===== config.mk =====
export PLATFORM = sky130hd
export DESIGN_NAME = restoring_div16by8
export DESIGN_NICKNAME = d
export VERILOG_FILES = /design/src/rtl/div_pkg.sv /design/src/rtl/div_step.sv /design/src/rtl/restoring_div16by8.sv
export SDC_FILE = /design/constraint.sdc
export NUM_CORES = 1
export LEC_CHECK = 0
export BUFFER_PORTS_ARGS = -buffer_cell sky130_fd_sc_hd__buf_4
export CAP_MARGIN = 20
export CELL_PAD_IN_SITES_DETAIL_PLACEMENT = 0
export CELL_PAD_IN_SITES_GLOBAL_PLACEMENT = 1
export CORE_UTILIZATION = 45
export CTS_CLUSTER_DIAMETER = 100
export DETAILED_ROUTE_END_ITERATION = 8
export GPL_TIMING_DRIVEN = 1
export PLACE_DENSITY = 0.95
export SYNTH_ARGS = -nofsm -noshare
export SYNTH_HDL_FRONTEND = slang
export SYNTH_SLANG_ARGS = --single-unit

===== constraint.sdc =====
create_clock -name clk -period 5.21 [get_ports clk]
set_clock_uncertainty 0.05 [all_clocks]
set_input_delay 0.521 -clock clk [delete_from_list [all_inputs] [get_ports clk]]
set_output_delay 0.521 -clock clk [all_outputs]
set_load 0.005 [all_outputs]

===== src/rtl/div_pkg.sv =====
// Shared widths and state encoding for the 16-by-8 restoring divider.
package div_pkg;

    localparam int unsigned DIVIDEND_W = 16;
    localparam int unsigned DIVISOR_W  = 8;
    localparam int unsigned REM_W      = DIVISOR_W + 1;
    localparam int unsigned CNT_W      = 4;

    typedef enum logic {
        IDLE = 1'b0,
        RUN  = 1'b1
    } state_t;

endpackage : div_pkg


===== src/rtl/div_step.sv =====
// One radix-2 restoring iteration: shift in the next dividend bit, trial-subtract, restore.
module div_step
    import div_pkg::*;
(
    input  logic [DIVISOR_W-1:0]  rem,
    input  logic [DIVIDEND_W-1:0] q,
    input  logic [DIVISOR_W-1:0]  divisor,
    output logic [DIVISOR_W-1:0]  rem_next_c,
    output logic [DIVIDEND_W-1:0] q_next_c
);

    logic [REM_W-1:0]     t;
    logic                 ge;
    logic [DIVISOR_W-1:0] diff;

    // The partial remainder stays below the divisor, so when t >= divisor
    // the 9-bit difference always fits in 8 bits; the low byte is exact.
    always_comb begin
        t          = {rem, q[DIVIDEND_W-1]};
        ge         = (t >= {1'b0, divisor});
        diff       = t[DIVISOR_W-1:0] - divisor;
        rem_next_c = ge ? diff : t[DIVISOR_W-1:0];
        q_next_c   = {q[DIVIDEND_W-2:0], ge};
    end

endmodule : div_step


===== src/rtl/restoring_div16by8.sv =====
// Sequential 16/8 unsigned restoring divider, one quotient bit per clock, start/done handshake.
module restoring_div16by8
    import div_pkg::*;
(
    input  logic                  clk,
    input  logic                  rst,
    input  logic                  start,
    input  logic [DIVIDEND_W-1:0] ain,
    input  logic [DIVISOR_W-1:0]  bin,
    output logic [DIVIDEND_W-1:0] quotient,
    output logic [DIVISOR_W-1:0]  remainder,
    output logic                  busy,
    output logic                  done,
    output logic                  dz
);

    state_t                state;
    logic [CNT_W-1:0]      cnt;
    logic [DIVISOR_W-1:0]  rem_r;
    logic [DIVIDEND_W-1:0] q_r;
    logic [DIVISOR_W-1:0]  divisor_r;
    logic [DIVISOR_W-1:0]  rem_n;
    logic [DIVIDEND_W-1:0] q_n;

    div_step u_step (
        .rem        (rem_r),
        .q          (q_r),
        .divisor    (divisor_r),
        .rem_next_c (rem_n),
        .q_next_c   (q_n)
    );

    // FSM, iteration counter, working registers and result registers
    always_ff @(posedge clk) begin
        if (rst) begin
            state     <= IDLE;
            cnt       <= '0;
            rem_r     <= '0;
            q_r       <= '0;
            divisor_r <= '0;
            quotient  <= '0;
            remainder <= '0;
            busy      <= 1'b0;
            done      <= 1'b0;
            dz        <= 1'b0;
        end else begin
            done <= 1'b0;
            case (state)
                IDLE: begin
                    if (start) begin
                        if (bin != '0) begin
                            rem_r     <= '0;
                            q_r       <= ain;
                            divisor_r <= bin;
                            cnt       <= CNT_W'(15);
                            busy      <= 1'b1;
                            dz        <= 1'b0;
                            state     <= RUN;
                        end else begin
                            // Divide by zero resolves immediately with saturated quotient
                            quotient  <= '1;
                            remainder <= ain[DIVISOR_W-1:0];
                            dz        <= 1'b1;
                            done      <= 1'b1;
                        end
                    end
                end
                RUN: begin
                    rem_r <= rem_n;
                    q_r   <= q_n;
                    cnt   <= cnt - CNT_W'(1);
                    if (cnt == '0) begin
                        quotient  <= q_n;
                        remainder <= rem_n;
                        done      <= 1'b1;
                        busy      <= 1'b0;
                        state     <= IDLE;
                    end
                end
                default: state <= IDLE;
            endcase
        end
    end

endmodule : restoring_div16by8


==> run metrics <==
Reg2Reg Depth 5; maximum clock rate 353 MHz; I/O Pins 54; DR WL met2 3220 um; largest net degree at the start of global routing 66; Ys Warns 0; Critical Path Max Stage Delay 0.98 ns; post-detail-place hpwl 4660 um; nets@finish 424; initial core utilization 47.8%; CP top delay family simple AND/OR/NAND/NOR gates; CORE AREA 6530 sq um; crit share post-route 54.4%; status finished clean; die width 85.3 um; drt wl/cell 14.2 um; DR WL met3 267 um; diodes inserted 0; DRC 0; Tot GR Track Use 19.7%; WP data required 5.40 ns; total die area 7270 sq um; Die Y 85.3 um; RSZ-0062 raised after global routing false; fin crit period 2.83 ns; reg-to-reg startpoint state; reg-to-reg setup timing slack 2.38 ns; leakage power 1.52 nW; worst skew pair latency 0.34 ns; Min-Delay Path Class input pin to flip-flop; non-filler instance count after layout 469; htree depth 3; asr flop ratio synth 0%; CP max FO 52; WHS Endpoint divisor_r[5]; Sink Count 64; Yosys reg bits 64; Post-Syn Area per Cell 9.02 sq um; Worst Hold Depth 3; first-pass GRT wire length 11200 um; post-CTS setup buffer count 0; Sum Neg Setup Slack 0 ns; CP Data Arrival Time 3.02 ns; reg2reg end remainder[7]; Setup Viol. Count Final 0; Post-Syn Nets 383; clock buffer depth 2; # placed instances 453; TritonCTS Buffers 9; Setup crit start kind flip-flop; count of pins over their slew limit 0; CTS tree done; ratio of cells with drive above 1 in the final layout 24.0%; Syn Inst Count 346; Hold Startpoint bin[5]; final wirelength 6670 um; worst slew pin tran 1.03 ns; critical-path cell list and4bb_2 > or2_1 > buf_16 > o21ai_0 > a221oi_1; Netlist cell types 55; IO Port Bufs 53; M1 WL 3130 um; top post-synthesis cells by area dfxtp_1, nor2_1, mux2i_1; DR vias/cell 5.41; DRT iter0 DRCs 87; CP Class flip-flop to flip-flop; area delta synth->final 18.9%; drt pass-1 iters 5; initial antenna violation count 0; Pwr Density 390 nW/um^2; Reg clk slew, reported paths 0.07 ns; Mapped Area 3120 sq um; Final Wtd Congestion 0.823; Final Hold Viols 0; ys flop type dfxtp_1; row count 29; top sig layer met4; vias in the first global route 2459; post-CTS sizing 0; multi-input logic area 1640 sq um; MaxCap Viol Count 0; Peak VDD IR 0.000267 V; remaining global-route overflow 0; Slew Limit Headroom 31.7%; number of synthesized flops with an enable pin 0; DR vias 2539; Fillers 607; Reg area 1280 sq um; Hold-fix buffers, CTS 0; post-synthesis sequential area ratio 41.0%; CP Capture Type flip-flop; Final ANT Viol Nets 0; Crit path buffers/inverters 1; clk root buf clkbuf_8; Critical-path top delay cell dfxtp_2; Yosys top cell by area dfxtp_1; Synth top area share 41.0%
-- flip-flops by register name, summed over array words and instances, names as in the netlist, 4 cells and up --
register	flops
remainder	8
cnt	4
rem_r	8
q_r	16
quotient	16
divisor_r	8
-- worst min-delay path, delay by kind of cell --
family | cells | cell delay, ns
mux | 1 | 0.05
simple gates | 1 | 0.07
buf+inv | 1 | 0.08
-- report_power, final --
group	switching, mW	internal [mW]	total [mW]
sequential	0.0405	0.535	0.576
clock	0.196	0.235	0.431
combinational	0.240	0.200	0.441
total	0.477	0.971	1.45
-- per-stage QoR --
stage | hold WS, ns | worst slack [ns] | utilization, % | instance area [sq um] | total power [mW]
finish | 0.379 | 2.38 | 56.8 | 3710 | 1.45
global route | 0.376 | 2.13 | 56.8 | 3710 | 1.53
CTS | 0.364 | 2.41 | 56.8 | 3710 | 1.46
detailed placement | 0.403 | 2.43 | 53.7 | 3510 | 1.03
global placement | 0.393 | 2.13 | 53.3 | 3480 | 1.02
floorplan | 0.382 | 3.11 | - | 3120 | 0.938
-- cells in the final DEF, fill, tap and decap left out, types with 3 or more instances in the layout --
cell / netlist / routed
ha_1: 9 / 9
xnor2_1: 4 / 4
o21ai_0: 12 / 12
nor2_1: 63 / 63
a21oi_1: 16 / 16
nand2_1: 14 / 14
a311oi_2: 5 / 5
mux2i_1: 18 / 18
a211oi_1: 18 / 18
nor2b_1: 9 / 9
nand3b_1: 10 / 10
nand2b_1: 10 / 10
inv_1: 14 / 14
nor4_1: 9 / 9
buf_4: 3 / 53
a31oi_1: 3 / 3
dfxtp_1: 64 / 63
clkbuf_8: 0 / 10
-- cell usage after synthesis (5+ instances only) --
master,number
a21oi_1,16
nand2_1,14
nor2_1,63
o21ai_0,12
nor2b_1,9
buf_2,6
a311oi_2,5
nand3b_1,10
dfxtp_1,64
mux2i_1,18
ha_1,9
a211oi_1,18
nor4_1,9
inv_1,14
clkbuf_1,11
nand2b_1,10
-- worst max path at each step --
stage | from | endpoint | slack [ns] | cells past startpoint
2_1_floorplan | q_r[15] | remainder[6] | 3.11 | 10
3_3_place_gp | state | remainder[7] | 2.13 | 4
3_5_place_dp | state | remainder[7] | 2.43 | 5
4_1_cts | state | remainder[7] | 2.41 | 5
5_1_grt | state | remainder[7] | 2.13 | 5
6_report | state | remainder[7] | 2.38 | 5
-- cell type report --
type | instances | area share, %
timing repair buffer | 54 | 11.5
tap | 77 | 2.60
inverter | 15 | 1.58
clock buffer | 10 | 3.71
sequential | 64 | 34.6
multi-input combinational | 243 | 44.3
clock inverter | 6 | 1.82
-- metal layers --
layer / track usage, % / vias to the layer above
met5: 0 / -
met1: 24.1 / 1191
met4: 7.27 / 0
met2: 33.4 / 43
li1: - / 1301
met3: 4.96 / 4
-- cell families after synthesis --
| logic type | after synthesis | share of synthesized area [%] |
|---|---|---|
| AOI/OAI and AO/OA | 80 | 20.0 |
| xor gates and xnor gates | 5 | 1.40 |
| DFF | 64 | 41.0 |
| muxes | 20 | 6.49 |
| and+or+nand+nor | 128 | 20.5 |
| buffers and inverters | 39 | 6.33 |
| adders and majority gates | 10 | 4.25 |
No activity file was read; power rests on OpenSTA's default activity.
